File: config.mk
export PLATFORM = sky130hd
export DESIGN_NAME = snvs_lp_zmk_ctrl
export DESIGN_NICKNAME = d
export VERILOG_FILES = /design/src/rtl/snvs_lp_zmk_ctrl_pkg.sv /design/src/rtl/snvs_lp_zmk_ctrl.sv
export SDC_FILE = /design/constraint.sdc
export NUM_CORES = 1
export LEC_CHECK = 0
export ABC_AREA = 1
export CAP_MARGIN = 20
export CORE_AREA = 2 2 146 148
export DETAILED_ROUTE_END_ITERATION = 16
export DIE_AREA = 0 0 148 150
export GPL_TIMING_DRIVEN = 0
export PLACE_DENSITY_LB_ADDON = 0.1
export REMOVE_ABC_BUFFERS = 1
export SYNTH_ARGS = -nofsm -noshare
export SYNTH_HDL_FRONTEND = slang
export SYNTH_SLANG_ARGS = --single-unit
File: constraint.sdc
create_clock -name ipg_clk -period 1.8 [get_ports ipg_clk]
set_clock_uncertainty 0.2 [all_clocks]
set_input_delay 0.18 -clock ipg_clk [delete_from_list [all_inputs] [get_ports ipg_clk]]
set_output_delay 0.18 -clock ipg_clk [all_outputs]
set_load 0.03 [all_outputs]
File: src/rtl/snvs_lp_zmk_ctrl_pkg.sv
// snvs_lp_zmk_ctrl_pkg: shared widths, state encoding and word-strobe helper for the ZMK controller
package snvs_lp_zmk_ctrl_pkg;
  localparam int SNVS_DATA_WIDTH = 32;
  localparam int SNVS_ZMK_WIDTH = 256;
  localparam logic [SNVS_DATA_WIDTH-1:0] SNVS_DATA_WIDTH_ZERO = '0;
  localparam int ZMK_NUM_WORDS = SNVS_ZMK_WIDTH / SNVS_DATA_WIDTH;
  localparam int ZMK_IDX_W = $clog2(ZMK_NUM_WORDS);
  typedef enum logic [2:0] {
    ZMK_ST_IDLE       = 3'd0,
    ZMK_ST_HW_LOAD    = 3'd1,
    ZMK_ST_ZERO_PULSE = 3'd2,
    ZMK_ST_ZERO_CHECK = 3'd3,
    ZMK_ST_ZERO_FAIL  = 3'd4
  } zmk_st_e;
  function automatic logic [ZMK_NUM_WORDS-1:0] zmk_onehot(input logic [ZMK_IDX_W-1:0] idx);
    return {{(ZMK_NUM_WORDS-1){1'b0}}, 1'b1} << idx;
  endfunction
endpackage

File: src/rtl/snvs_lp_zmk_ctrl.sv
// snvs_lp_zmk_ctrl: arbitrates zeroize, HW key load and SW writes onto the ZMK bank and verifies zeroization
module snvs_lp_zmk_ctrl
  import snvs_lp_zmk_ctrl_pkg::*;
#(
  parameter int ZERO_RETRY = 3
) (
  input  logic                       ipg_clk,
  input  logic                       ipg_reset_b,
  input  logic                       sw_wr_req,
  input  logic [ZMK_IDX_W-1:0]       sw_wr_idx,
  input  logic [SNVS_DATA_WIDTH-1:0] lp_wdata,
  input  logic                       zmk_lock,
  input  logic                       hw_key_valid,
  input  logic [SNVS_DATA_WIDTH-1:0] hw_key_data,
  output logic                       hw_key_ready,
  input  logic                       hw_load_start,
  input  logic                       zeroize_req,
  input  logic [SNVS_ZMK_WIDTH-1:0]  lpzmk_reg,
  output logic [ZMK_NUM_WORDS-1:0]   write_lpzmk,
  output logic [SNVS_DATA_WIDTH-1:0] zmk_wdata,
  output logic                       zmk_soft_reset,
  output logic                       zmk_valid,
  output logic                       zmk_hwp,
  output logic                       zmk_busy,
  output logic                       sw_wr_err,
  output logic                       zero_fail
);
  localparam int RW = ZERO_RETRY > 1 ? $clog2(ZERO_RETRY) : 1;
  localparam logic [RW-1:0] RETRY_LAST = RW'(ZERO_RETRY - 1);
  zmk_st_e st;
  logic [ZMK_IDX_W-1:0] ptr;
  logic [ZMK_NUM_WORDS-1:0] mask, sw_mask;
  logic [RW-1:0] retry;
  logic rdy_q, sw_ok, zero_go;
  assign sw_ok = sw_wr_req && st == ZMK_ST_IDLE && !zmk_lock && !zmk_hwp && !zeroize_req && !hw_load_start;
  assign sw_mask = mask | zmk_onehot(sw_wr_idx);
  assign zero_go = zeroize_req && (st == ZMK_ST_IDLE || st == ZMK_ST_HW_LOAD);
  // ready is masked by zeroize so a word dropped by the pre-emption is never seen as accepted
  assign hw_key_ready = rdy_q && !zeroize_req;
  always_ff @(posedge ipg_clk or negedge ipg_reset_b)
    if (!ipg_reset_b) begin
      st <= ZMK_ST_IDLE;
      ptr <= '0;
      mask <= '0;
      retry <= '0;
      rdy_q <= 1'b0;
      write_lpzmk <= '0;
      zmk_wdata <= SNVS_DATA_WIDTH_ZERO;
      zmk_soft_reset <= 1'b0;
      zmk_valid <= 1'b0;
      zmk_hwp <= 1'b0;
      zmk_busy <= 1'b0;
      sw_wr_err <= 1'b0;
      zero_fail <= 1'b0;
    end else begin
      write_lpzmk <= '0;
      zmk_soft_reset <= 1'b0;
      sw_wr_err <= sw_wr_req && !sw_ok;
      if (zero_go) begin
        st <= ZMK_ST_ZERO_PULSE;
        zmk_soft_reset <= 1'b1;
        mask <= '0;
        zmk_hwp <= 1'b0;
        zmk_valid <= 1'b0;
        zmk_busy <= 1'b1;
        rdy_q <= 1'b0;
      end else
        case (st)
          ZMK_ST_IDLE:
            if (hw_load_start) begin
              st <= ZMK_ST_HW_LOAD;
              ptr <= '0;
              rdy_q <= 1'b1;
              zmk_busy <= 1'b1;
            end else if (sw_ok) begin
              write_lpzmk <= zmk_onehot(sw_wr_idx);
              zmk_wdata <= lp_wdata;
              mask <= sw_mask;
              zmk_valid <= &sw_mask;
            end
          ZMK_ST_HW_LOAD:
            if (hw_key_valid) begin
              write_lpzmk <= zmk_onehot(ptr);
              zmk_wdata <= hw_key_data;
              ptr <= ptr + 1'b1;
              if (&ptr) begin
                st <= ZMK_ST_IDLE;
                rdy_q <= 1'b0;
                zmk_busy <= 1'b0;
                zmk_hwp <= 1'b1;
                mask <= '1;
                zmk_valid <= 1'b1;
              end
            end
          ZMK_ST_ZERO_PULSE: st <= ZMK_ST_ZERO_CHECK;
          ZMK_ST_ZERO_CHECK:
            if (!(|lpzmk_reg)) begin
              st <= ZMK_ST_IDLE;
              retry <= '0;
              zmk_busy <= 1'b0;
            end else if (retry < RETRY_LAST) begin
              retry <= retry + 1'b1;
              st <= ZMK_ST_ZERO_PULSE;
              zmk_soft_reset <= 1'b1;
            end else begin
              st <= ZMK_ST_ZERO_FAIL;
              zero_fail <= 1'b1;
            end
          default: ;
        endcase
    end
endmodule

* Word level (Yosys, flattened, before mapping)
Cells that the tools add are included.
Widths: inputs -> output; s select.
** Cells by class
- Div/mod/pow operators :: 0
- Multipliers :: 0
- Add/subtract/negate cells :: 2
- Reductions and logical operators :: 34
- Bitwise operators :: 3
- $lt $le $gt $ge :: 1
- Equal/unequal tests :: 14
- Mux-type cells :: 47
- Shift-type cells :: 2
** Operators by type and width (count)
- $reduce_or 256->1 :: 1
- $mux 32 :: 3
- $mux 8 :: 9
- $pmux 32 s2 :: 1
- $pmux 8 s2 :: 2
- $mux 3 :: 8
- $mux 1 :: 17
- $reduce_and 4->1 :: 4
- $shl 1x3->8 const A :: 2
- $ne 3x3->1 const B :: 5
- $reduce_and 5->1 :: 3
- $pmux 3 s4 :: 1
- $reduce_and 3->1 :: 3
- $logic_and 1x1->1 :: 8
- $ne 2x2->1 const B :: 4
- $or 8x8->8 :: 1
- $reduce_and 8->1 :: 1
- $reduce_bool 2->1 :: 4
- $eq 3x2->1 const B :: 2
- $pmux 3 s2 :: 1
- $logic_not 1->1 :: 5
- $reduce_bool 5->1 :: 1
- $mux 2 :: 2
- $pmux 1 s2 :: 2
- other kinds (12) :: 13
** Storage, ports and cells
- Latch bits :: 0
- Output and inout bits :: 47
- Input bits :: 330
- Memories :: 0
- ROM bits :: 0
- Memory bits (writable) :: 0
- Bits in registers :: 63

* Longest topological paths before layout
Gate-level depths: netlist (run 1).
- Word-level depth :: 10
- Gate-level depth with buffers :: 12
- Depth with buffers taken out :: 12

* Worst setup path before layout (run 1)
OpenSTA, ideal clock, no wires.
- Path type :: register -> register
- Start :: reg st[2]
- End :: reg zmk_wdata[1]
- Arrival time :: 1.544 ns
- Slack :: -0.074 ns
- Library setup time :: 0.130 ns
- Cell stages (with the launch flop) :: 8
- Buffers on the path :: 1
- Clock period less this slack :: 1.874 ns
- Path through :: dfrtp_1 -> nor2_2 -> nand2_2 -> nor2_4 -> nand4_4 -> a21oi_4 -> buf_4 -> a31oi_2
** On the way
- Longest elaborated chain between the ends :: 8
- Elaborated cells on any way between the ends :: 16
- Classes of those cells :: 4 x eq/ne; 1 x mux; 1 x bitwise; 10 x reduce/logical
** Ends and longest elaborated chain
- start, declared :: RTL line snvs_lp_zmk_ctrl.sv:30 : zmk_st_e st;
- start signal, assigned :: RTL line snvs_lp_zmk_ctrl.sv:42 : st <= ZMK_ST_IDLE;
- start signal, assigned :: RTL line snvs_lp_zmk_ctrl.sv:60 : st <= ZMK_ST_ZERO_PULSE;
- start signal, assigned :: RTL line snvs_lp_zmk_ctrl.sv:71 : st <= ZMK_ST_HW_LOAD;
- $logic_not 3->1 :: RTL line snvs_lp_zmk_ctrl.sv:35, snvs_lp_zmk_ctrl.sv:37, snvs_lp_zmk_ctrl.sv:68
- $logic_and 1x1->1 (5 in a row) :: RTL line snvs_lp_zmk_ctrl.sv:35 : assign sw_ok = sw_wr_req && st == ZMK_ST_IDLE && !zmk_lock && !zmk_hwp && !zeroize_req && !hw_load_start;
- $ne 2x2->1 (no line)
- $reduce_and 5->1 (no line)
- end signal, assigned :: RTL line snvs_lp_zmk_ctrl.sv:77 : zmk_wdata <= lp_wdata;
- end signal, assigned :: RTL line snvs_lp_zmk_ctrl.sv:84 : zmk_wdata <= hw_key_data;
- end, declared :: RTL line snvs_lp_zmk_ctrl.sv:20 : output logic [SNVS_DATA_WIDTH-1:0] zmk_wdata,
Parallel ways exist; a longest one is shown, timed or not.
A chain may end at the register's enable or synchronous reset.

* Worst setup path in the final report (run 1)
- Start :: reg st[2]
- End :: reg zmk_wdata[16]
Same word-level chain as after synthesis.

==> results of run 1 <==
-- state kept, by name (all words and copies together), names as in the netlist --
name,count
zmk_busy,1
zmk_soft_reset,1
zero_fail,1
retry,2
sw_wr_err,1
mask,8
st,3
zmk_valid,1
zmk_hwp,1
ptr,3
write_lpzmk,8
zmk_wdata,32
rdy_q,1
-- area by class of cell --
type                       instances  share of cell area
antenna                            1           0.0002645
timing repair buffer             406              0.4499
tap                              275             0.03637
multi-input combinational        516              0.3019
sequential                        63              0.1666
clock inverter                     4            0.005026
inverter                          33             0.01521
clock buffer                      11             0.02460
-- worst max path at each step --
stage,from,slack (ns),cells past startpoint,endpoint
final,st[2],-0.14,11,zmk_wdata[16]
after global routing,st[2],-0.20,11,zmk_wdata[0]
after CTS,st[1],-0.18,9,zmk_wdata[31]
after detailed placement,st[2],-0.78,11,zmk_wdata[8]
after global placement,ipg_reset_b,-2.06,1,zero_fail
after floorplan,st[2],-0.78,7,zmk_wdata[10]
-- report_power, final --
part	switching, uW	total (uW)	leakage, uW	internal [uW]
logic	396	1200	0.00307	800
clock network	640	1700	0.000135	1060
registers	37.6	1500	0.000802	1470
total	1070	4400	0.00401	3330
-- kinds of logic after synthesis --
| logic type | count (synthesis) |
|---|---|
| compound gates | 59 |
| fa+ha+maj | 6 |
| buf+inv | 47 |
| flops | 63 |
| simple gates | 448 |
-- tightest hold or removal path, stage by stage --
cell and delay (ns):
clkdlybuf4s50_1 0.39, inv_1 0.06, nor2_1 0.04
-- timing repair --
| action | in CTS | in global routing |
|---|---|---|
| cloned | 6 | 4 |
| endpoints found under the setup margin | 69 | 66 |
| pin swaps | 5 | 33 |
| resized for setup | 58 | 122 |
| setup buffers | 19 | 4 |
| hold buffers | 1 | 0 |
| endpoints found under the hold margin | 63 | 0 |
-- routing by layer --
metal / track usage / share of wire
met1: 0.2101 / 0.38
met2: 0.3581 / 0.52
met3: 0.06677 / 0.080
met4: 0.04238 / 0.017
met5: 0 / 0.0010
-- cell usage after synthesis (all sizes together) --
master  instances  area, sq um
a22oi           1        7.510
buf             6        63.81
a31oi          36        369.1
a21oi           4        31.28
a21boi          1        7.510
inv            33        123.9
o31ai           1        7.510
o22ai          10        62.56
dfrtp          63         1577
nor2          241        924.6
nand2         183        689.4
nand4           6        52.55
ha              6        75.07
clkbuf          8        30.03
nor3            4        20.02
a32o            1        10.01
nand3b          1        7.510
nand3          13        65.06
o21ai           3        15.01
o21a            2        15.01
-- per-stage QoR --
| stage | hold slack, ns | setup slack (ns) | cells | total power, uW | setup TNS [ns] |
|---|---|---|---|---|---|
| after floorplan | -0.3156 | -0.7832 | 609 | 1790 | -34.43 |
| after global placement | 0.2483 | -2.062 | 1260 | 2666 | -208.96 |
| after detailed placement | 0.1675 | -0.7828 | 1263 | 2672 | -38.84 |
| after CTS | 0.1730 | -0.1822 | 1304 | 4418 | -5.270 |
| after global routing | 0.2164 | -0.2021 | 1308 | 4608 | -7.411 |
| final | 0.1824 | -0.1387 | 1309 | 4401 | -3.954 |
==> qor.yml, run 1 <==
timing:
  rsz0062_at_grt: "true"
  min_period_over_period: 1.077
  worstMarginPinSlew_ns: 0.8584
  hold_viol_final: 0
  setup-violations-final: 48
  timing.final.ws_setup_ns: -0.1387
  fmax_mhz: 515.8
  layout_min_cycle_time_ns: 1.939
  max_slew_margin: 0.4278
  slew_violations: 0
yosys:
  syn_inst: 623
  syn_avg_cell_area_sq_um: 6.668
  synth_area_sq_um: 4154
  synth-seq-cells: 63
  ys_types: 28
  synth_fa_ha_area_frac: 0.01807
  synth_compound_area_frac: 0.1265
  seq_area_frac_synth: 0.3795
  synth_top_family_by_area: "simple AND/OR/NAND/NOR gates"
  yosys.area_share.simple: 0.4235
  synth_xor_area_frac: 0
  muxShareOfSynthArea: 0
  yosysWarnings: 0
worst_hold_path:
  hold_end: "sw_wr_err"
  min_from: "sw_wr_req"
  hold_class: "in2reg"
  whs_path_depth: 3
floorplanning:
  chipHeight_microns: 150
  coreArea_sq_um: 20690
  boundaryPins: 377
  initial_utilization: 0.2008
  die-area_sq_um: 22200
  rows: 53
  die_w_microns: 148
global_route:
  antenna_found_initial: 3
  grt_pass1_wl_mm: 32.34
  grt_max_degree: 64
  first_global_vias: 5469
  gr-total-overflow: 0
  grt_use_total: 0.1923
detailed_routing:
  wl_per_cell_microns: 17.07
  vias_per_cell: 4.202
  ant_nets: 0
  drcViolationCount: 0
  num_vias: 5501
  drtIter0Drc: 183
  dr.pass1.iters: 5
  postRouteWirelength_mm: 22.35
worst_setup_path:
  reg2regPathDepth: 11
  rrSetupSlack_ns: -0.14
  crit_buf_inv: 4
  cp.arrival_ns: 1.95
  crit_slowest_cell: "dfrtp_1"
  worstPathRequired_ns: 1.81
  critPathMaxStageDelay_ns: 0.42
  startpoint_type: "flop"
  worstSetupEndpointType: "flop"
  cp_max_fo: 6
  path_delay_family: "simple AND/OR/NAND/NOR gates"
  crit_chain: "nor2_4 -> inv_4 -> nor2_4 -> buf_12 -> nand2_4 -> nand2_4 -> a21oi_4 -> buf_12 -> clkbuf_16 -> nor2_2 -> a31oi_4"
  r2r_start: "st[2]"
  crit_type: "reg2reg"
  r2r_end: "zmk_wdata[16]"
clock_tree:
  clockBufferDepth: 2
  cts_tree: "built"
  worst_skew_pair.late_latency_ns: 0.33
  numCtsBuffers: 9
  clkSinkCount: 63
  h-tree-depth: 3
  clk_pin_slew_worst_paths_ns: 0.06
  cts_root_buf: "clkbuf_16"
status:
  status: "finished, violations left"
  violations: "setup timing"
placed_design:
  detailed_place_hpwl_mm: 17.13
  io_buffer_count: 376
  dpl-instance-area_sq_um: 8225
  gp_congestion: 0.8972
cells_and_area:
  final_common_cell: "clkdlybuf4s50_1"
  area_growth_pct: 127.7
  seq_area_sq_um: 1577
  multiInputGateArea_sq_um: 2856
  drive_above_1_share: 0.1578
  final_nets: 1365
  fin_area_sq_um: 9460
  utilization: 0.4572
  fillCellCount: 2084
  final_cell_mix: "clkdlybuf4s50_1 (344), nor2_1 (188), nand2_1 (175)"
power:
  power_density_nw_per_um2: 465.2
  ir_drop_uv: 442.2
  p_leak_uw: 0.004009
job:
  maxCapViolCount: 0
Note: power is estimated with default switching activity, not from simulation.
==> inputs of run 2 (changes only) <==
--- a/config.mk
+++ b/config.mk
@@ -7,7 +7,7 @@
 export LEC_CHECK = 0
 export ABC_AREA = 1
 export CAP_MARGIN = 20
-export CORE_AREA = 2 2 146 148
+export CORE_AREA = 8 8 140 142
 export DETAILED_ROUTE_END_ITERATION = 16
 export DIE_AREA = 0 0 148 150
 export GPL_TIMING_DRIVEN = 0
==> qor.yml, run 2 (synthesis results as in run 1) <==
status:
  status: "finished, violations left"
  violations: "setup timing"
floorplanning:
  coreArea_sq_um: 17530  # -15%
  die_w_microns: 148  # unchanged
  initial_utilization: 0.2369  # +0.03613
  boundaryPins: 377  # unchanged
  rows: 49  # -7.5%
  chipHeight_microns: 150  # unchanged
  die-area_sq_um: 22200  # unchanged
detailed_routing:
  dr.pass1.iters: 4  # -1
  postRouteWirelength_mm: 23.88  # +6.8%
  vias_per_cell: 4.290  # +2.1%
  drcViolationCount: 0  # unchanged
  num_vias: 5418  # -1.5%
  wl_per_cell_microns: 18.90  # +11%
  drtIter0Drc: 250  # +37%
  ant_nets: 0  # unchanged
worst_setup_path:
  cp_max_fo: 8  # +2
  rrSetupSlack_ns: -0.14  # about the same
  crit_chain: "nor2_4 -> inv_2 -> nor2_4 -> clkbuf_16 -> nand2_4 -> nand2_4 -> a21oi_4 -> buf_12 -> buf_16 -> nor2_2 -> a31oi_2"
  critPathMaxStageDelay_ns: 0.39  # -0.03 ns
  crit_buf_inv: 4  # unchanged
  r2r_start: "st[2]"
  reg2regPathDepth: 11  # unchanged
  r2r_end: "zmk_wdata[10]"
  startpoint_type: "flop"
  crit_type: "reg2reg"
  cp.arrival_ns: 1.98  # +0.03 ns
  cp.depth: 11  # unchanged
  path_delay_family: "buffers and inverters"
  worstPathRequired_ns: 1.85  # +0.04 ns
  worstSetupEndpointType: "flop"
  crit_slowest_cell: "dfrtp_1"
timing:
  fmax_mhz: 516.5  # +0.13%
  rsz0062_at_grt: "true"
  hold_viol_final: 0  # unchanged
  layout_min_cycle_time_ns: 1.936  # -0.002608 ns
  worstMarginPinSlew_ns: 0.8542  # -0.004183 ns
  timing.final.ws_setup_ns: -0.1361  # +0.002608 ns
  max_slew_margin: 0.4306  # +0.002789
  slew_violations: 0  # unchanged
  setup-violations-final: 44  # -8.3%
  finalSetupTns_ns: -4.549  # -0.5947 ns
  min_period_over_period: 1.076  # -0.001449
cells_and_area:
  area_growth_pct: 123.8
  fillCellCount: 1685  # -19%
  final_common_cell: "clkdlybuf4s50_1"
  final_nets: 1365  # unchanged
  regMostFlops: "zmk_wdata"
  largest_register_ffs: 32  # unchanged
  largestRegisters: "zmk_wdata: 32 flops, mask: 8 flops, write_lpzmk: 8 flops"
  utilization: 0.5302  # +0.07294
  drive_above_1_share: 0.1499  # -0.007890
  final_cell_mix: "clkdlybuf4s50_1 (338), nor2_1 (186), nand2_1 (175)"
  instances_no_fill: 1263  # -3.5%
  diodes: 0  # -1
clock_tree:
  cts_root_buf: "clkbuf_16"
  h-tree-depth: 3  # unchanged
  clockBufferDepth: 2  # unchanged
  numCtsBuffers: 9  # unchanged
  worst_skew_pair.late_latency_ns: 0.33  # about the same
  clkSinkCount: 63  # unchanged
  clk_pin_slew_worst_paths_ns: 0.06  # about the same
  cts_tree: "built"
worst_hold_path:
  hold_end: "sw_wr_err"
  hold_class: "in2reg"
  whs_path_depth: 3  # unchanged
  min_from: "sw_wr_req"
global_route:
  gr-total-overflow: 0  # unchanged
  antenna_found_initial: 1  # -2
  grt_max_degree: 64  # unchanged
  first_global_vias: 5638  # +3.1%
  grt_pass1_wl_mm: 34.59  # +7.0%
  grt_use_total: 0.2070  # +0.01468
power:
  p_total_uw: 4430  # +0.66%
  power_density_nw_per_um2: 476.6  # +2.4%
  p_leak_uw: 0.003895  # -2.9%
  ir_drop_uv: 449.3  # +1.6%
placed_design:
  detailed_place_hpwl_mm: 19.29  # +13%
  gp_congestion: 0.8643  # -3.7%
  io_buffer_count: 376  # unchanged
  dp.cells: 1217  # -3.6%
  place_ws_ns: -0.8106  # -0.02780 ns
job:
  maxCapViolCount: 0  # unchanged
## run 2: worst max path at each step
stage / slack (ns) / startpoint / to
floorplan: -0.78 / st[2] / zmk_wdata[10]
global placement: -1.99 / ipg_reset_b / zero_fail
detailed placement: -0.81 / st[2] / write_lpzmk[7]
CTS: -0.19 / st[1] / zmk_wdata[8]
global route: -0.22 / st[2] / zmk_wdata[5]
finish: -0.14 / st[2] / zmk_wdata[10]
## run 2: metal layers
metal / GRT usage / up-vias / part of all wire
li1: - / 2805 / -
met5: 0 / - / 0.00042
met4: 0.04640 / 2 / 0.013
met2: 0.3733 / 187 / 0.52
met3: 0.06743 / 21 / 0.075
met1: 0.2324 / 2403 / 0.39
## run 2: power by group
group          switching (uW)  leakage (uW)  total [uW]  internal (uW)
sequential               38.5      0.000802        1510           1470
clock                     630      0.000140        1740           1110
combinational             397       0.00295        1190            789
total                    1060       0.00390        4430           3370
## run 2: cell type report
class	instances	area, sq um	share of cell area
Clock buffer	13	250.2	0.02692
Sequential cell	63	1577	0.1696
Clock inverter	3	42.54	0.004576
Tap cell	229	286.5	0.03082
Timing Repair Buffer	406	4182	0.4498
Multi-Input combinational cell	516	2823	0.3036
Inverter	33	136.4	0.01467
## run 2: stage by stage
step | hold WS (ns) | instance area (sq um)
floorplan | -0.3156 | 4060
global placement | 0.2479 | 8110
detailed placement | 0.1439 | 8175
CTS | 0.1859 | 8985
global route | 0.2132 | 9296
finish | 0.1931 | 9296
## run 2: worst reg2reg max path, cell delays in order (launching register included)
cell       delay [ns]
dfrtp_1          0.39
nor2_4           0.07
inv_2            0.10
nor2_4           0.06
clkbuf_16        0.15
nand2_4          0.08
nand2_4          0.06
a21oi_4          0.19
buf_12           0.19
buf_16           0.17
nor2_2           0.05
a31oi_2          0.14
## run 2: timing repair
action	in CTS	in global routing
buffers inserted	15	6
endpoints found under the hold margin	63	0
pin swaps	7	30
gates cloned	6	2
resized for setup	105	67
setup endpoints to repair	69	64
hold buffers	1	0
==> inputs of run 3 (changes only) <==
--- a/config.mk
+++ b/config.mk
@@ -7,9 +7,9 @@
 export LEC_CHECK = 0
 export ABC_AREA = 1
 export CAP_MARGIN = 20
-export CORE_AREA = 8 8 140 142
+export CORE_AREA = 2 2 148 150
 export DETAILED_ROUTE_END_ITERATION = 16
-export DIE_AREA = 0 0 148 150
+export DIE_AREA = 0 0 150 152
 export GPL_TIMING_DRIVEN = 0
 export PLACE_DENSITY_LB_ADDON = 0.1
 export REMOVE_ABC_BUFFERS = 1
==> constraint.sdc (replaced) <==
create_clock -name ipg_clk -period 2 [get_ports ipg_clk]
set_clock_uncertainty 0.2 [all_clocks]
set_input_delay 0.2 -clock ipg_clk [delete_from_list [all_inputs] [get_ports ipg_clk]]
set_output_delay 0.2 -clock ipg_clk [all_outputs]
set_load 0.03 [all_outputs]
==> qor.yml, run 3 (synthesis results as in run 1) <==
cells_and_area:
  fillCellCount: 2235  # +33%
  largest_register_ffs: 32  # unchanged
  seq_area_sq_um: 1577  # unchanged
  final_cell_mix: "clkdlybuf4s50_1 (374), nor2_1 (233), nand2_1 (176)"
  multiInputGateArea_sq_um: 2436  # -14%
  largestRegisters: "zmk_wdata: 32 flops, mask: 8 flops, write_lpzmk: 8 flops"
  area_growth_pct: 113.6
  fin_area_sq_um: 8874  # -4.5%
  instances_no_fill: 1303  # +3.2%
  drive_above_1_share: 0.08227  # -0.06763
  final_common_cell: "clkdlybuf4s50_1"
  regMostFlops: "zmk_wdata"
  final_nets: 1352  # -0.95%
clock_tree:
  clk_pin_slew_worst_paths_ns: 0.06  # about the same
  clockBufferDepth: 2  # unchanged
  clkSinkCount: 63  # unchanged
  cts_tree: "built"
  cts_root_buf: "clkbuf_16"
  worst_skew_pair.late_latency_ns: 0.33  # about the same
  numCtsBuffers: 9  # unchanged
  h-tree-depth: 3  # unchanged
detailed_routing:
  vias_per_cell: 4.124  # -3.9%
  drcViolationCount: 0  # unchanged
  num_vias: 5374  # -0.81%
  dr.pass1.iters: 4  # unchanged
  ant_nets: 0  # unchanged
  wl_per_cell_microns: 16.55  # -12%
  drtIter0Drc: 196  # -22%
  postRouteWirelength_mm: 21.56  # -9.7%
floorplanning:
  chipHeight_microns: 152  # +1.3%
  die-area_sq_um: 22800  # +2.7%
  boundaryPins: 377  # unchanged
  initial_utilization: 0.1946  # -0.04234
  die_w_microns: 150  # +1.4%
  coreArea_sq_um: 21350  # +22%
  rows: 54  # +10%
global_route:
  grt_max_degree: 64  # unchanged
  first_global_vias: 5427  # -3.7%
  grt_use_total: 0.1864  # -0.02064
  gr-total-overflow: 0  # unchanged
  grt_pass1_wl_mm: 31.88  # -7.8%
  antenna_found_initial: 2  # +1
placed_design:
  dpl-instance-area_sq_um: 8247  # +0.87%
  dp.cells: 1268  # +4.2%
  detailed_place_hpwl_mm: 17.54  # -9.0%
  gp_congestion: 0.8108  # -6.2%
  place_ws_ns: -0.7570  # +0.05365 ns
  io_buffer_count: 376  # unchanged
timing:
  worstMarginPinSlew_ns: 0.8653  # +0.01114 ns
  finalSetupTns_ns: 0  # +4.549 ns
  max_slew_margin: 0.4231  # -0.007424
  slew_violations: 0  # unchanged
  hold_viol_final: 0  # unchanged
  timing.final.ws_setup_ns: 0.1014  # +0.2375 ns
  setup-violations-final: 0  # -100%
  fmax_mhz: 526.7  # +2.0%
  min_period_over_period: 0.9493  # -0.1263
  layout_min_cycle_time_ns: 1.899  # -0.03751 ns
  rsz0062_at_grt: "true"
worst_setup_path:
  critPathMaxStageDelay_ns: 0.41  # +0.02 ns
  rrSetupSlack_ns: 0.10  # +0.24 ns
  worstPathRequired_ns: 2.07  # +0.22 ns
  cp.depth: 9  # -2
  r2r_start: "st[2]"
  crit_type: "reg2reg"
  reg2regPathDepth: 9  # -2
  cp_max_fo: 33  # +25
  worstSetupEndpointType: "flop"
  startpoint_type: "flop"
  path_delay_family: "simple AND/OR/NAND/NOR gates"
  crit_chain: "nor2_4 -> inv_4 -> nor2_4 -> clkbuf_16 -> inv_8 -> nor2_4 -> buf_4 -> a31oi_1 -> nor2_1"
  cpMostUsedCell: "nor2_4"
  r2r_end: "write_lpzmk[6]"
  crit_buf_inv: 4  # unchanged
  cp.arrival_ns: 1.96  # -0.02 ns
  crit_slowest_cell: "dfrtp_1"
worst_hold_path:
  hold_end: "sw_wr_err"
  min_from: "sw_wr_req"
  whs_path_depth: 3  # unchanged
  hold_class: "in2reg"
power:
  p_leak_uw: 0.003561  # -8.6%
  ir_drop_uv: 483.6  # +7.6%
  power_density_nw_per_um2: 461.5  # -3.2%
job:
  maxCapViolCount: 0  # unchanged
status:
  status: "completed"
run 3: cell types whose count changed in the layout (fill, tap and decap cells not counted), sizes merged:
cell | before | now
nand3 | 14 | 13
buf | 29 | 16
clkinv | 1 | 3
bufbuf | 0 | 1
clkbuf | 14 | 11
bufinv | 1 | 2
o21a | 3 | 2
clkdlybuf4s50 | 338 | 374
dlygate4sd2 | 24 | 0
diode | 0 | 2
clkinvlp | 1 | 2
dlymetal6s2s | 13 | 1
run 3: how the worst max path moves through the flow:
stage / start / to
detailed placement: st[2] / write_lpzmk[7]
finish: st[2] / write_lpzmk[6]
CTS: st[1] / zmk_valid
global placement: ipg_reset_b / zero_fail
floorplan: st[2] / zmk_wdata[10]
global route: st[2] / write_lpzmk[5]
run 3: area by class of cell:
| class | count | area share |
|---|---|---|
| Clock buffer | 9 | 0.02538 |
| Antenna cell | 2 | 0.0005640 |
| Multi-Input combinational cell | 514 | 0.2745 |
| Sequential cell | 63 | 0.1777 |
| Timing Repair Buffer | 395 | 0.4560 |
| Inverter | 33 | 0.01537 |
| Clock inverter | 7 | 0.01100 |
| Tap cell | 280 | 0.03948 |
run 3: per-stage QoR:
step	power (uW)	util	hold WS, ns
after CTS	4149	0.4115	0.1928
after floorplan	1611	-	-0.2956
after global placement	2402	0.3829	0.2558
after global routing	4296	0.4155	0.2504
final	4095	0.4156	0.2010
after detailed placement	2405	0.3863	0.1777
run 3: metal layers:
layer / track usage / part of all wire / vias up
met5: 0 / 0.00051 / -
met4: 0.05750 / 0.026 / 2
met3: 0.06066 / 0.092 / 38
met2: 0.3272 / 0.49 / 206
met1: 0.2130 / 0.39 / 2348
li1: - / - / 2780
run 3: timing repair:
action | in CTS | in global routing
pin swaps | 6 | 6
hold endpoints to repair | 63 | 0
gates cloned | 3 | 1
endpoints found under the setup margin | 57 | 47
hold buffers | 1 | 0
resized for setup | 15 | 17
setup buffers | 10 | 2
run 3: worst reg2reg max path, stage by stage (launching register included):
cell       delay [ns]
dfrtp_1          0.41
nor2_4           0.17
inv_4            0.09
nor2_4           0.18
clkbuf_16        0.18
inv_8            0.08
nor2_4           0.18
buf_4            0.15
a31oi_1          0.09
nor2_1           0.10
run 3: power breakdown:
part	switching (uW)	internal [uW]
registers	22.8	1320
clock network	621	1090
logic	335	703
==> variant 1, RTL diff (flow settings as in run 2) <==
Re-encode `zmk_st_e` (5 values) as one-hot, 5 bits wide.
--- a/src/rtl/snvs_lp_zmk_ctrl_pkg.sv
+++ b/src/rtl/snvs_lp_zmk_ctrl_pkg.sv
@@ -5,12 +5,12 @@
   localparam logic [SNVS_DATA_WIDTH-1:0] SNVS_DATA_WIDTH_ZERO = '0;
   localparam int ZMK_NUM_WORDS = SNVS_ZMK_WIDTH / SNVS_DATA_WIDTH;
   localparam int ZMK_IDX_W = $clog2(ZMK_NUM_WORDS);
-  typedef enum logic [2:0] {
-    ZMK_ST_IDLE       = 3'd0,
-    ZMK_ST_HW_LOAD    = 3'd1,
-    ZMK_ST_ZERO_PULSE = 3'd2,
-    ZMK_ST_ZERO_CHECK = 3'd3,
-    ZMK_ST_ZERO_FAIL  = 3'd4
+  typedef enum logic [4:0] {
+    ZMK_ST_IDLE       = 5'b00001,
+    ZMK_ST_HW_LOAD    = 5'b00010,
+    ZMK_ST_ZERO_PULSE = 5'b00100,
+    ZMK_ST_ZERO_CHECK = 5'b01000,
+    ZMK_ST_ZERO_FAIL  = 5'b10000
   } zmk_st_e;
   function automatic logic [ZMK_NUM_WORDS-1:0] zmk_onehot(input logic [ZMK_IDX_W-1:0] idx);
     return {{(ZMK_NUM_WORDS-1){1'b0}}, 1'b1} << idx;
Formal check against the unedited RTL: no difference found for any inputs over 4 cycles, from zero or initial values and one cycle with ipg_reset_b low; so few cycles prove little.
==> variant 1 against run 2 <==
  * The run still ends with setup timing left
  * First-iteration DRC count fell by 41%
  * Highest routed layer is now met4
  * Critical path depth is 3 lower
  * Area after synthesis up 1.2%
  * Hold slack better by 0.035 ns
  * Setup slack got worse by 0.0034 ns
  * Die area unchanged
  * Design area fell by 1.1%
  * Sequential cell count is 2 higher
  * Routed wire length fell by 6.7%
  * Largest cell class unchanged
  * Total power shrank 8.6%
  * Synthesized cell count down 2.1%
  * Count of clock-buffer cells in the layout down 2
  * Critical path type unchanged
==> variant 1: results (changes against run 2) <==
| Metric | Value |
|---|---|
| Reg-to-Reg End | zmk_wdata[8] |
| Top layer in use | met4 |
| Vias in the first global route | 5678 (+0.71%) |
| DR WL met2 | 11740 um (-4.8%) |
| Final wirelength | 22280 um (-6.7%) |
| Sequential fraction of the synthesis area | 38.72% (+0.77 points) |
| Fillers | 1711 (+1.5%) |
| Post-cts repair resize count | 54 (-49%) |
| Via count | 5348 (-1.3%) |
| Fin nets | 1348 (-1.2%) |
| Post-synth top cells | 184 x nor2_1, 160 x nand2_1, 64 x dfrtp_1, 32 x mux2i_1, 32 x o21ai_1 |
| H-tree Lvls | 3 (unchanged) |
| Hold WS | 0.2285 ns (+0.03537 ns) |
| Detail Placement HPWL | 17430 um (-9.6%) |
| DRT iter0 DRCs | 148 (-41%) |
| Leakage Power | 0.004317 uW (+11%) |
| Slew HR | 41.58% (-1.5 points) |
| Top cells by area, synth | dfrtp_1 38%, nor2_1 16%, nand2_1 14% |
| First-pass GRT wire length | 33740 um (-2.5%) |
| RD Place Congestion | 0.8804 (+1.9%) |
| Largest net degree at the start of global routing | 66 (+3.1%) |
| Status | finished with violations |
| Share of cells above drive strength 1 | 12.68% (-2.3 points) |
| Peak VDD IR | 389.9 uV (-13%) |
| Gr usage total | 19.98% (-0.72 points) |
| Final setup vio count | 44 (unchanged) |
| Fin Setup TNS | -4.559 ns (-0.009740 ns) |
| Post-synth cell types | 32 (+14%) |
| Final setup margin | -0.1396 ns (-0.003440 ns) |
| Endpoint, Worst Hold | sw_wr_err |
| Initial antenna violation count | 0 (-1) |
| Synth Area per Inst | 6.892 sq um (+3.4%) |
| Routed length on met3 | 1712 um (-4.3%) |
| Failing checks | setup timing |
| Total setup buffers inserted after CTS | 13 (-2) |
-- variant 1: area by class of cell --
cell class / instances / area (sq um) / area share, %
tap: 229 / 286.5 / 3.117
timing repair buffer: 394 / 4001 / 43.53
clock inverter: 5 / 30.03 / 0.3267
inverter: 35 / 161.4 / 1.756
sequential: 65 / 1628 / 17.71
clock buffer: 11 / 252.7 / 2.749
multi-input combinational: 506 / 2821 / 30.69
timing repair inverter: 1 / 11.26 / 0.1225
-- variant 1: routing by layer --
| layer | track usage [%] | up-vias |
|---|---|---|
| li1 | - | 2775 |
| met2 | 36.80 | 192 |
| met1 | 22.24 | 2367 |
| met5 | 0 | - |
| met4 | 3.366 | 0 |
| met3 | 6.471 | 14 |
-- variant 1: power breakdown --
part | leakage [uW] | switching [uW] | internal, uW | total (uW)
Sequential | 0.000869 | 5.24 | 1470 | 1470
Combinational | 0.00331 | 232 | 685 | 917
Clock | 0.000137 | 661 | 999 | 1660
Total | 0.00432 | 898 | 3150 | 4050
-- variant 1: worst max path at each step --
stage | end | slack [ns] | depth (start not counted)
floorplan | zmk_wdata[0] | -1.42 | 8
global route | zmk_wdata[12] | -0.24 | 9
CTS | zmk_wdata[8] | -0.12 | 9
global placement | zmk_wdata[30] | -2.34 | 8
detailed placement | zmk_wdata[8] | -0.94 | 9
finish | zmk_wdata[8] | -0.14 | 8
-- variant 1: critical path: stages (launching register included) --
cell and delay [ns]:
dfrtp_1 0.41, nor2_4 0.18, nand4_4 0.16, clkbuf_16 0.21, nand2_8 0.08, nand3_4 0.17, inv_12 0.18, nand2_8 0.10
o21ai_1 0.16
-- variant 1: cells by family (layout without fill, tap and decap cells) --
kind of cell / count (synthesis) / count (layout) / share of synthesized area, %
AO/OA/AOI/OAI: 72 / 72 / 9.435
buffers and inverters: 48 / 446 / 4.821
adder cells (fa/ha/maj): 6 / 6 / 1.786
AND/OR/NAND/NOR: 387 / 396 / 37.62
flip-flops: 65 / 65 / 38.72
multiplexers: 32 / 32 / 7.619
-- variant 1: per-stage QoR --
| stage | instance area [sq um] | setup WS (ns) | util [%] | total power [uW] | std cells |
|---|---|---|---|---|---|
| after global placement | 8183 | -2.340 | 46.67 | 2405 | 1202 |
| after floorplan | 4133 | -1.425 | - | 1629 | 597 |
| after detailed placement | 8217 | -0.9426 | 46.86 | 2410 | 1203 |
| final | 9193 | -0.1396 | 52.43 | 4050 | 1246 |
| after global routing | 9193 | -0.2431 | 52.43 | 4243 | 1246 |
| after CTS | 8991 | -0.1184 | 51.28 | 4104 | 1245 |
==> variant 2, RTL diff (flow settings as in run 2) <==
Made on the original files. Change the parameter `ZERO_RETRY` from 3 to 2.
--- a/src/rtl/snvs_lp_zmk_ctrl.sv
+++ b/src/rtl/snvs_lp_zmk_ctrl.sv
@@ -2,7 +2,7 @@
 module snvs_lp_zmk_ctrl
   import snvs_lp_zmk_ctrl_pkg::*;
 #(
-  parameter int ZERO_RETRY = 3
+  parameter int ZERO_RETRY = 2
 ) (
   input  logic                       ipg_clk,
   input  logic                       ipg_reset_b,
Check against the original RTL: not equivalent (a bounded check fails within 10 cycles, from zero or initial values and one cycle with ipg_reset_b low).
==> variant 2 against run 2 <==
  * The flow still finishes with violations (setup timing)
  * Sequential cell count shrank 1
  * Design area shrank 3.8%
  * Hold slack improved by 0.021 ns
  * Total power down 3.6%
  * Area after synthesis down 5.0%
  * Routed wire length is 0.83% lower
  * Setup slack got worse by 0.032 ns
  * Core utilization is 2.0 points lower
  * Clock power is 4% lower
  * Highest routed layer unchanged
==> variant 2: results (changes against run 2) <==
| Metric | Value |
|---|---|
| First-pass DRT Iterations | 5 (+1) |
| Setup crit end | zmk_wdata[28] |
| Non-filler cells in the finished layout | 1256 (-0.55%) |
| Routed met1 length | 8904 um (-5.6%) |
| Routed length on met3 | 2021 um (+13%) |
| Hold WS | 0.2142 ns (+0.02100 ns) |
| Leakage Power | 0.003802 uW (-2.4%) |
| # placed instances | 1207 (-0.82%) |
| Total setup buffers inserted after CTS | 19 (+4) |
| Combinational power share | 26.4% (-0.4 points) |
| Switching power | 986.4 uW (-7.3%) |
| Cell Pwr Density | 477.6 nW/um^2 (+0.23%) |
| DRT iter0 DRCs | 227 (-9.2%) |
| Fin nets | 1359 (-0.44%) |
| Via density | 4.336 (+1.1%) |
| Failing checks | setup timing |
| Status | finished with violations |
| Wire per inst | 18.85 um (-0.27%) |
| CP Data Arrival Time | 2.01 ns (+0.03 ns) |
| Post-cts repair resize count | 37 (-65%) |
| Peak VDD IR | 429.5 uV (-4.4%) |
| Gr usage total | 20.50% (-0.20 points) |
| Multi-input gate area | 2465 sq um (-13%) |
| Min-Delay Startpoint | hw_key_data[7] |
| Setup WS pre-CTS | -0.8614 ns (-0.05078 ns) |
| Placed inst area | 8000 sq um (-2.1%) |
| Detail Placement HPWL | 19230 um (-0.27%) |
| Post-synth top cells | 232 x nor2_1, 172 x nand2_1, 62 x dfrtp_1, 35 x a31oi_1, 28 x inv_1 |
| Sequential fraction of the synthesis area | 39.30% (+1.4 points) |
| Final setup margin | -0.1678 ns (-0.03171 ns) |
| Worst skew pair latency | 0.33 ns (about the same) |
| Fillers | 1719 (+2.0%) |
| Share of power burned in registers | 34.4% (+0.4 points) |
| Endpoint, Worst Hold | zmk_wdata[7] |
| Vias in the first global route | 5640 (+0.035%) |
| First-pass GRT wire length | 34460 um (-0.38%) |
| R2R depth | 9 (-2) |
| GR Util met1 | 22.23% (-1.0 points) |
| Fin Setup TNS | -4.954 ns (-0.4053 ns) |
| Top cells by area, synth | dfrtp_1 39%, nor2_1 22%, nand2_1 16% |
| CP peak stage delay | 0.41 ns (+0.02 ns) |
| Post-synth cell types | 29 (+3.6%) |
| Launch point of the worst reg-to-reg path | st[1] |
| Synth Area per Inst | 6.450 sq um (-3.3%) |
| Final setup vio count | 46 (+4.5%) |
| Largest net degree at the start of global routing | 63 (-1.6%) |
| Met3 Use GR | 7.257% (+0.51 points) |
-- variant 2: changes by cell type after synthesis, moves of 3 or more --
cell	run 2	this run
a31oi_1	13	35
nor2_1	237	232
a31oi_2	23	0
buf_2	0	3
o21ai_0	3	8
o21ai_1	0	6
o22ai_1	10	6
nand2_1	182	172
-- variant 2: cell type report --
type / count / area share [%]
Timing Repair Buffer: 411 / 47.23
Inverter: 30 / 1.400
Clock buffer: 15 / 3.219
Sequential cell: 62 / 17.37
Tap cell: 229 / 3.205
Multi-Input combinational cell: 509 / 27.58
-- variant 2: logic make-up (layout without fill, tap and decap cells) --
| kind of cell | Yosys count | after routing | synth area share, % |
|---|---|---|---|
| compound gates | 64 | 64 | 10.21 |
| fa+ha+maj | 6 | 6 | 1.902 |
| buf+inv | 43 | 456 | 4.754 |
| flops | 62 | 62 | 39.30 |
| simple gates | 437 | 439 | 43.84 |
